File: src/rtl/pipe_hazard_ctrl.sv
// rtl/pipe_hazard_ctrl.sv - stall/flush scheduler and mult/div busy sequencer for a five-stage pipeline
module pipe_hazard_ctrl #(
  parameter int MULT_CYCLES = 5,
  parameter int DIV_CYCLES  = 10,
  parameter int CNT_W       = 4
) (
  input  logic       clk,
  input  logic       reset,
  input  logic       load_use_D,
  input  logic       md_start_E,
  input  logic       md_is_div_E,
  input  logic       md_use_D,
  input  logic       exc_req_M,
  input  logic       eret_M,
  output logic       stall_F,
  output logic       stall_D,
  output logic       clr_D,
  output logic       clr_E,
  output logic       clr_M,
  output logic [1:0] pc_sel,
  output logic       epc_we,
  output logic       md_busy
);

  typedef enum logic {
    RUN     = 1'b0,
    RECOVER = 1'b1
  } state_t;

  localparam logic [1:0] PC_SEQ = 2'b00;
  localparam logic [1:0] PC_EXC = 2'b01;
  localparam logic [1:0] PC_EPC = 2'b10;

  state_t           state_q, state_d;
  logic [CNT_W-1:0] md_cnt_q, md_cnt_d;
  logic             stall;
  logic             flush_run;
  logic             md_start_eff;

  assign md_busy = (md_cnt_q != '0);

  // State and busy-counter registers; reset returns to RUN with an idle unit.
  always_ff @(posedge clk or posedge reset) begin
    if (reset) begin
      state_q  <= RUN;
      md_cnt_q <= '0;
    end else begin
      state_q  <= state_d;
      md_cnt_q <= md_cnt_d;
    end
  end

  // Busy counter: a start flushed out of E never loads; otherwise count down to zero and hold.
  always_comb begin
    flush_run    = (state_q == RUN) && (exc_req_M || eret_M);
    md_start_eff = md_start_E && !flush_run;
    md_cnt_d     = md_cnt_q;
    if (md_start_eff) begin
      md_cnt_d = md_is_div_E ? CNT_W'(DIV_CYCLES) : CNT_W'(MULT_CYCLES);
    end else if (md_cnt_q != '0) begin
      md_cnt_d = md_cnt_q - 1'b1;
    end
  end

  // Next-state and strobe decode: flushes only in RUN (exception beats eret), else the stall rule.
  always_comb begin
    state_d = RUN;
    stall_F = 1'b0;
    stall_D = 1'b0;
    clr_D   = 1'b0;
    clr_E   = 1'b0;
    clr_M   = 1'b0;
    pc_sel  = PC_SEQ;
    epc_we  = 1'b0;
    stall   = load_use_D || (md_use_D && (md_busy || md_start_E));

    if (state_q == RUN && exc_req_M) begin
      pc_sel  = PC_EXC;
      epc_we  = 1'b1;
      clr_D   = 1'b1;
      clr_E   = 1'b1;
      clr_M   = 1'b1;
      state_d = RECOVER;
    end else if (state_q == RUN && eret_M) begin
      pc_sel  = PC_EPC;
      clr_D   = 1'b1;
      clr_E   = 1'b1;
      clr_M   = 1'b1;
      state_d = RECOVER;
    end else if (stall) begin
      stall_F = 1'b1;
      stall_D = 1'b1;
      clr_E   = 1'b1;
    end
  end

endmodule

File: config.mk
export PLATFORM = sky130hd
export DESIGN_NAME = pipe_hazard_ctrl
export DESIGN_NICKNAME = d
export VERILOG_FILES = /design/src/rtl/pipe_hazard_ctrl.sv
export SDC_FILE = /design/constraint.sdc
export NUM_CORES = 1
export LEC_CHECK = 0
export BUFFER_PORTS_ARGS = -buffer_cell sky130_fd_sc_hd__buf_2
export CAP_MARGIN = 20
export CORE_AREA = 3 3 40 42
export DETAILED_ROUTE_END_ITERATION = 8
export DIE_AREA = 0 0 43 45
export RECOVER_POWER = 50
export SETUP_SLACK_MARGIN = 0.1
export SYNTH_ARGS = -nofsm -noshare
export SYNTH_HDL_FRONTEND = slang
export SYNTH_SLANG_ARGS = --single-unit
File: constraint.sdc
create_clock -name clk -period 1.8 [get_ports clk]
set_input_delay 0.09 -clock clk [delete_from_list [all_inputs] [get_ports clk]]
set_output_delay 0.09 -clock clk [all_outputs]
set_load 0.005 [all_outputs]
==> results.cfg <==
[outcome]
status = finished clean

[placement]
dpl.cell_count = 63
place_congestion = 0.667
io_buffers = 16
place_area_um2 = 407
hpwl_um = 547

[global_route]
overflow = 0
grt_start_max_net_pins = 6
grt_pass1_vias = 284
grt_use_total_pct = 7.95
grt_pass1_wl_um = 1120
antenna_found_initial = 0

[yosys]
synthCells = 36
synth_edf_count = 0
synth-compound-area-share_pct = 11.6
netlist.area_leader.share_pct = 37.3
yosys.area.top_type = dfrtp_1
ys_ff_latch = 5
synth_flop_cell = dfrtp_1
yosysWarnings = 0
synth_top_family_by_area = simple AND/OR/NAND/NOR gates
ys_top_cells_by_count = dfrtp_1, inv_1, buf_4, xnor2_1
synth_xor_area_share_pct = 7.84
synth_seq_area_share_pct = 37.3
ys_types = 20
synthAdderAreaFrac_pct = 7.46
synth_nets = 46
async_reset_ff_share_pct = 100
syn_avg_cell_area_um2 = 9.31
muxShareOfSynthArea_pct = 5.97
synthSimpleGateAreaFrac_pct = 16.0
synth_area_um2 = 335
yosys-top-cells-area = dfrtp_1, xnor2_1, ha_1

[timing]
hold_violations = 0
min_period_ns = 1.71
slew_violations = 0
rsz0062_at_grt = yes
fin_skew_ns = 0.00170
relSlewSlack_pct = 81.5
max_clock_freq_ghz = 0.584
holdWs_ns = 0.0847
tightest_slew_ns = 0.276
setup_violations = 0
fin_crit_sh_pct = 95.1
setup_tns_ns = 0

[finish]
area_delta_synth_final_pct = 42.2
num_antenna_cells = 0
layout-drive-gt1-share_pct = 45.5
final_cell_area_um2 = 477
final_cells = 70
fin_nets = 66

[clock_tree]
clkLatencyLatePin_ns = 0.24
clock_path_buffers = 2
cts_tree = built
cts_buffers = 3
clk_pin_slew_worst_paths_ns = 0.04
cts_root_buf = clkbuf_4
h-tree-depth = 1
clock_sinks = 5

[hold_path]
hold_class = input pin to register
whs_path_depth = 2

[worst_setup_path]
crit_slowest_cell = or4b_4
cp_cell_sequence = inv_2 > ha_4 > or4b_4 > a21oi_2 > nand2_1 > buf_2
r2r_cells = 5
rrSetupSlack_ns = 0.31
slowest_delay_ns = 0.45
end_kind = primary output
required_ns = 1.71
critPathKind = register to primary output
arrival_ns = 1.62
crit_fanout = 2
crit_path_start_kind = register

[route]
wire_per_inst_um = 9.89
antenna_left = 0
drt-total-wl_um = 692
drtPass1Iterations = 3
drc_errors = 0
vias = 303
drt_iter0_drc = 3
avgViaCountPerCell = 4.33

[pwr]
peakVddDrop_mv = 0.415
power.total_mw = 0.665
p_leak_nw = 0.247
p_per_area_nw_per_um2 = 1400

[die]
dieHeight_um = 45
io_pins = 17
dieArea_um2 = 1940
die_x_um = 43
rows = 13
core-area_um2 = 1280
initial_core_util_pct = 26.1

[flow_run]
drv_cap = 0
area by class of cell:
| cell class | count | area, µm² |
|---|---|---|
| fill | 143 | 808 |
| inverter | 5 | 18.8 |
| timing repair buffer | 19 | 104 |
| clock buffer | 4 | 26.3 |
| sequential | 5 | 125 |
| tap | 15 | 18.8 |
| multi-input combinational | 22 | 184 |
layer usage:
layer  GRT usage [%]  vias to the layer above  share of wire [%]
li1                -                      155                  -
met1            9.78                      140                 43
met2            12.9                        8                 50
met3            1.20                        0                6.8
met4            5.42                        0                  0
met5               0                        -                  0
logic make-up after synthesis:
logic type | Yosys count
compound gates | 6
mux | 2
xor+xnor | 3
simple gates | 9
flops | 5
fa+ha+maj | 2
buf+inv | 9
final timing paths:
| check | start | endpoint |
|---|---|---|
| max reg2reg | md_cnt_q[1] | md_cnt_q[1] |
| min in group asynchronous | reset | state_q |
| min reg2reg | md_cnt_q[3] | md_cnt_q[3] |
| max in group asynchronous | reset | md_cnt_q[0] |
| max | md_cnt_q[1] | clr_E |
| min | md_is_div_E | md_cnt_q[0] |
repair_timing:
action,CTS,global route
endpoints found under the setup margin,3,3
pin swaps,3,1
setup buffers,2,0
endpoints found under the hold margin,5,0
hold buffers,1,0
resized for setup,6,0
through the flow:
step	util [%]	worst slack (ns)
6_report	37.1	0.0889
5_1_grt	37.1	0.000372
4_1_cts	37.2	0.0772
3_5_place_dp	31.6	0.246
3_3_place_gp	31.6	0.261
2_1_floorplan	-	0.308
registers in the layout, summed over array words and instances (netlist names):
| name | count |
|---|---|
| md_cnt_q | 4 |
| state_q | 1 |
worst max-delay path: cells and delay by family (launching register included):
family          cells  cell delay (ns)
compound gates      1             0.15
fa+ha+maj           1             0.13
buf+inv             2             0.22
flops               1             0.39
simple gates        2             0.51
power breakdown:
part	leakage, nW	switching (mW)	internal (mW)
Combinational	0.172	0.147	0.187
Sequential	0.0601	0.0426	0.163
Clock	0.0150	0.0421	0.0836
cell usage in the layout, fill, tap and decap left out:
cell / instances
inv_2: 2
ha_1: 1
nand3_1: 1
inv_1: 3
clkbuf_4: 3
o22ai_1: 1
or3b_1: 1
ha_4: 1
nor2b_1: 1
a21bo_1: 1
a21oi_2: 1
dfrtp_1: 5
clkbuf_2: 1
nand2_1: 2
buf_4: 2
nor3_1: 1
or4b_4: 1
nor3b_1: 1
nor2_1: 1
buf_2: 14
mux2i_1: 2
o21bai_1: 1
o21ai_0: 2
xnor2_1: 3
dlygate4sd3_1: 1
clkbuf_1: 2
Note: power is estimated with default switching activity, not from simulation.
